`src/rtl/retire_tracer.sv`:
```
// retire_tracer: two-slot retire capture into a record FIFO, one registered trace record out per cycle.
// Define RETIRE_TRACER_SEQ_EN to add the seq output (count of valid records emitted before the current one).
module retire_tracer #(
  parameter int DEPTH = 8
) (
  input  logic        clk,
  input  logic        reset,
  input  logic        flush,
  input  logic        s0_v,
  input  logic        s0_rdv,
  input  logic        s0_pcv,
  input  logic [31:0] s0_pc,
  input  logic [31:0] s0_inst,
  input  logic [4:0]  s0_rd_x,
  input  logic [31:0] s0_rd_data,
  input  logic [31:0] s0_pc_x,
  input  logic        s1_v,
  input  logic        s1_rdv,
  input  logic        s1_pcv,
  input  logic [31:0] s1_pc,
  input  logic [31:0] s1_inst,
  input  logic [4:0]  s1_rd_x,
  input  logic [31:0] s1_rd_data,
  input  logic [31:0] s1_pc_x,
  output logic        in_ready,
  output logic        valid,
  output logic        rdv,
  output logic        pcv,
  output logic [31:0] pc,
  output logic [31:0] inst,
  output logic [4:0]  rd_x,
  output logic [31:0] rd_data,
  output logic [31:0] pc_x
`ifdef RETIRE_TRACER_SEQ_EN
  ,
  output logic [31:0] seq
`endif
);
  localparam int AW = $clog2(DEPTH);
  typedef struct packed {
    logic        v;
    logic        rdv;
    logic        pcv;
    logic [31:0] pc;
    logic [31:0] inst;
    logic [4:0]  rd_x;
    logic [31:0] rd_data;
    logic [31:0] pc_x;
  } rec_t;
  rec_t          mem_q [DEPTH];
  rec_t          out_q, out_d, s0, s1, rec_a, w0;
  logic [AW-1:0] rd_q, rd_d, wr_q, wr_d;
  logic [AW:0]   cnt_q, cnt_d;
  logic          s0p, s1p, bypass, pop, load;
  logic [1:0]    na, nw;
  assign s0 = {s0_v, s0_rdv, s0_pcv, s0_pc, s0_inst, s0_rd_x, s0_rd_data, s0_pc_x};
  assign s1 = {s1_v, s1_rdv, s1_pcv, s1_pc, s1_inst, s1_rd_x, s1_rd_data, s1_pc_x};
  assign s0p = s0_v | s0_rdv | s0_pcv;
  assign s1p = s1_v | s1_rdv | s1_pcv;
  assign in_ready = !reset && !flush && (cnt_q <= (AW+1)'(DEPTH - 2));
  // With an empty FIFO the oldest accepted record skips the FIFO and goes straight to the output.
  always_comb begin
    na     = in_ready ? 2'(s0p) + 2'(s1p) : 2'd0;
    rec_a  = s0p ? s0 : s1;
    pop    = !flush && (cnt_q != '0);
    bypass = !flush && (cnt_q == '0) && (na != 2'd0);
    load   = pop || bypass;
    nw     = bypass ? na - 2'd1 : na;
    w0     = bypass ? s1 : rec_a;
    cnt_d  = flush ? '0 : cnt_q + (AW+1)'(nw) - (AW+1)'(pop);
    rd_d   = flush ? '0 : rd_q + AW'(pop);
    wr_d   = flush ? '0 : wr_q + AW'(nw);
    out_d  = load ? (pop ? mem_q[rd_q] : rec_a) : {3'b000, out_q[132:0]};
  end
  always_ff @(posedge clk) begin
    if (nw != 2'd0) mem_q[wr_q] <= w0;
    if (nw == 2'd2) mem_q[AW'(wr_q + 1'b1)] <= s1;
  end
  always_ff @(posedge clk or posedge reset) begin
    if (reset) begin
      rd_q  <= '0;
      wr_q  <= '0;
      cnt_q <= '0;
      out_q <= '0;
    end else begin
      rd_q  <= rd_d;
      wr_q  <= wr_d;
      cnt_q <= cnt_d;
      out_q <= out_d;
    end
  end
  assign {valid, rdv, pcv, pc, inst, rd_x, rd_data, pc_x} = out_q;
`ifdef RETIRE_TRACER_SEQ_EN
  logic [31:0] seq_q, vcnt_q;
  always_ff @(posedge clk or posedge reset) begin
    if (reset) begin
      seq_q  <= '0;
      vcnt_q <= '0;
    end else if (load) begin
      seq_q  <= vcnt_q;
      vcnt_q <= vcnt_q + 32'(out_d.v);
    end
  end
  assign seq = seq_q;
`endif
endmodule

```
`config.mk`:
```
export PLATFORM = sky130hd
export DESIGN_NAME = retire_tracer
export DESIGN_NICKNAME = d
export VERILOG_FILES = /design/src/rtl/retire_tracer.sv
export SDC_FILE = /design/constraint.sdc
export NUM_CORES = 2
export LEC_CHECK = 0
export ABC_AREA = 0
export CAP_MARGIN = 5
export CORE_MARGIN = 3
export CORE_UTILIZATION = 55
export DETAILED_ROUTE_END_ITERATION = 12
export PLACE_DENSITY = 0.83
export SETUP_SLACK_MARGIN = 0.1
export SYNTH_ARGS = -nofsm -noshare
export SYNTH_HDL_FRONTEND = slang
export SYNTH_SLANG_ARGS = --single-unit
```
`constraint.sdc`:
```
create_clock -name clk -period 17.35 [get_ports clk]
set_clock_uncertainty 0.1 [all_clocks]
set_input_delay 2.6025 -clock clk [delete_from_list [all_inputs] [get_ports clk]]
set_output_delay 2.6025 -clock clk [all_outputs]
set_load 0.005 [all_outputs]
```
==> results.yml <==
cells_and_area:
  drive_gt1_frac: 0.1351
  final_util: 0.6202
  fin_area_mm2: 0.07960
  layout.cells.most_common_list: "edfxtp_1 (1088), nand3_1 (535), o2111ai_1 (534)"
  final_cell_count_no_fill: 7465
  final_common_cell: "edfxtp_1"
  layout-area-overhead-vs-synth_pct: 11.36
  filler_cell_count: 9369
  finalNetCount: 5907
synth:
  syn_avg_cell_area_um2: 12.49
  synth.ff_latch_count: 1234
  async_reset_ff_frac: 0.1183
  synth_largest_area_cell: "edfxtp_1"
  post_synth_num_cell_types: 49
  post_synth_inst_count: 5724
  synth-main-ff-cell: "edfxtp_1"
  ranking_of_synthesized_cells_by_area: "edfxtp_1 (46%), mux4_2 (8.6%), o2111ai_1 (6.5%)"
  yosysWarnings: 0
  synth.net_count: 6014
  mappedNetlistArea_mm2: 0.07147
  synth_seq_area_share: 0.5082
  synth.top_cell.area_share: 0.4571
  synth_edf_count: 1088
clock_tree:
  clockRootBuffer: "clkbuf_16"
  post_cts_buffers: 0
  insertion_delay_ns: 0.79
  htreeDepth: 4
  ctsResizeCount: 0
  worst_setup_hold_path_clk_slew_ns: 0.06
  cts_sinks: 1234
  cts_tree: "yes"
  post_cts_hold_buffer_count: 0
  cts_inserted_buffers: 136
  clock_path_buffers: 3
worst_setup_path:
  kind_of_critical_path: "input port to flip-flop"
  crit_arrival_ns: 9.65
  critical_path_peak_fanout: 210
  worst_r2r_endpoint: "mem_q[5][116]"
  critical_path_depth: 14
  timing.reg2reg.setup_slack_ns: 10.23
  ff2ff_path_depth: 14
  worst_setup_path_end_kind: "flip-flop"
  combined_buffer_and_inverter_count_along_the_critical_path: 6
  crit_family: "buffers and inverters"
  cells_traversed_along_the_worst_timing_path: "clkdlybuf4s50_1, nor3_2, inv_1, ha_1, o211ai_1, ha_1, or2_2, o211a_4, buf_12, buf_12, o2111ai_1, o41ai_4, buf_4, buf_4"
  critical_path.startpoint_type: "input port"
  cp_data_required_time_ns: 17.64
  reg2reg_from: "cnt_q[3]"
  cp_slowest_stage_delay_ns: 0.83
  timing.critical_path.from: "s0_rdv"
  timing.critical_path.to: "mem_q[0][47]"
  crit_slowest_cell: "o211a_4"
detailed_routing:
  route.detailed.vias_per_inst: 7.979
  detail_route.drc_violations: 0
  route.antenna.remaining_nets: 0
  vias: 59560
  wl_per_cell_um: 32.37
  detailedRoute.firstPassIterationCount: 12
  detail_route.iter0.violations: 11160
  routed_wirelength_um: 241700
floorplanning:
  initial_core_util: 0.5569
  horizontal_die_dimension_um: 366.5
  chipHeight_um: 366.5
  io-pin-count: 412
  fp.dieArea_mm2: 0.1343
  core_area_mm2: 0.1283
  core.rowCount: 131
grt:
  grt_use_total: 0.3487
  grt_pass1_vias: 59190
  antenna_found_initial: 6
  grt-ovfl-total: 0
  global_route_wire_length_before_repair_um: 363000
  grt_max_degree: 280
timing:
  period_minus_slack_ns: 9.356
  rsz0062_at_grt: "false"
  finalSetupViolations: 0
  fin_crit_sh: 0.5393
  max_slew_margin: 0.1265
  setup_total_negative_slack_ns: 0
  timing.fmax_mhz: 106.9
  timing.final.ws_setup_ns: 7.994
  hold_viol_final: 0
  worst_pin_slew_ns: 1.310
  drv_slew: 0
  hold_ws_ns: 0.4795
flow_run:
  max_cap_violations: 0
min_path:
  hold_class: "flip-flop to flip-flop"
placed_design:
  detailed_place.area_mm2: 0.07511
  placement.setup.worst_slack_ns: 7.410
  numPortBuffers: 411
  dp_cells: 7208
  detailed_place_hpwl_um: 122700
  routability_congestion_estimate_from_global_placement: 0.8518
power:
  static_leak_nw: 24.10
  design_power_total_mw: 10.14
  vdd.ir_drop.worst_mv: 0.1538
  power_density_mw_per_mm2: 127.4
run_status:
  status: "finished, final reports clean"
## synthesized netlist by cell type (all sizes together) (8+ instances only)
cell type     n
mux4        272
o2111a        8
mux2        157
o221ai      532
edfxtp     1088
nor2         13
ha           13
inv          12
mux2i       136
o211ai      534
a21oi       140
nor2b       273
o2111ai     534
and2        135
buf         351
dfrtp       146
nand3       535
nand2       271
a211oi      133
clkbuf      399
## metal layers
layer | track usage | up-vias | routed length, um
met3 | 0.1198 | 1091 | 40170
met5 | 0 | - | 13
met2 | 0.5142 | 5885 | 106700
met1 | 0.4555 | 28490 | 81260
li1 | - | 24100 | -
met4 | 0.1860 | 2 | 13540
## flip-flops by register name, summed over array words and instances (netlist names), 3 cells and up
signal and count:
rd_q 3, pc_x 32, cnt_q 4, mem_q 1088, rd_data 32, wr_q 3
inst 32, pc 32, rd_x 5
## worst reg2reg max path, cell delays in order, from the launching register on
cell       delay (ns)
dfrtp_1          0.35
inv_1            0.06
ha_1             0.18
a21oi_1          0.29
o21a_4           0.72
nand2_1          0.17
ha_1             0.25
or2_2            0.36
nor4_4           0.20
buf_4            0.70
buf_12           0.71
buf_4            1.24
buf_4            1.04
o2111ai_1        0.34
o211ai_1         0.19
## cell type report
type	count	area (um2)	share of cell area
clock buffer	191	3829	0.04810
timing repair buffer	505	5007	0.06291
inverter	12	52.55	0.0006602
antenna	5	12.51	0.0001572
sequential	1234	36340	0.4565
tap	1729	2163	0.02718
multi-input combinational	3728	31550	0.3963
clock inverter	61	648.1	0.008142
## power by group
group	internal, mW	switching (mW)	total, mW
Clock	1.71	1.24	2.96
Sequential	3.67	0.214	3.88
Combinational	1.34	1.97	3.31
Total	6.72	3.43	10.1
## how the worst min path moves through the flow
stage,from,to,slack (ns),cells past startpoint
4_1_cts,pc[10],pc[10],0.49,2
5_1_grt,pc_x[22],pc_x[22],0.51,2
2_1_floorplan,rd_data[26],rd_data[26],0.45,2
6_report,pc[15],pc[15],0.48,2
3_5_place_dp,pc[19],pc[19],0.47,2
3_3_place_gp,rd_data[8],rd_data[8],0.46,2
## cells by family (layout without fill, tap and decap cells)
family / Yosys count / count (layout) / share of synthesized area
compound gates: 1901 / 1901 / 0.2150
simple gates: 1240 / 1240 / 0.08966
flops: 1234 / 1234 / 0.5082
buf+inv: 762 / 769 / 0.05393
mux: 565 / 565 / 0.1295
fa+ha+maj: 15 / 15 / 0.002836
xor+xnor: 7 / 7 / 0.0008578
other cells: 0 / 5 / 0
Power figures use the tool's default switching activity.
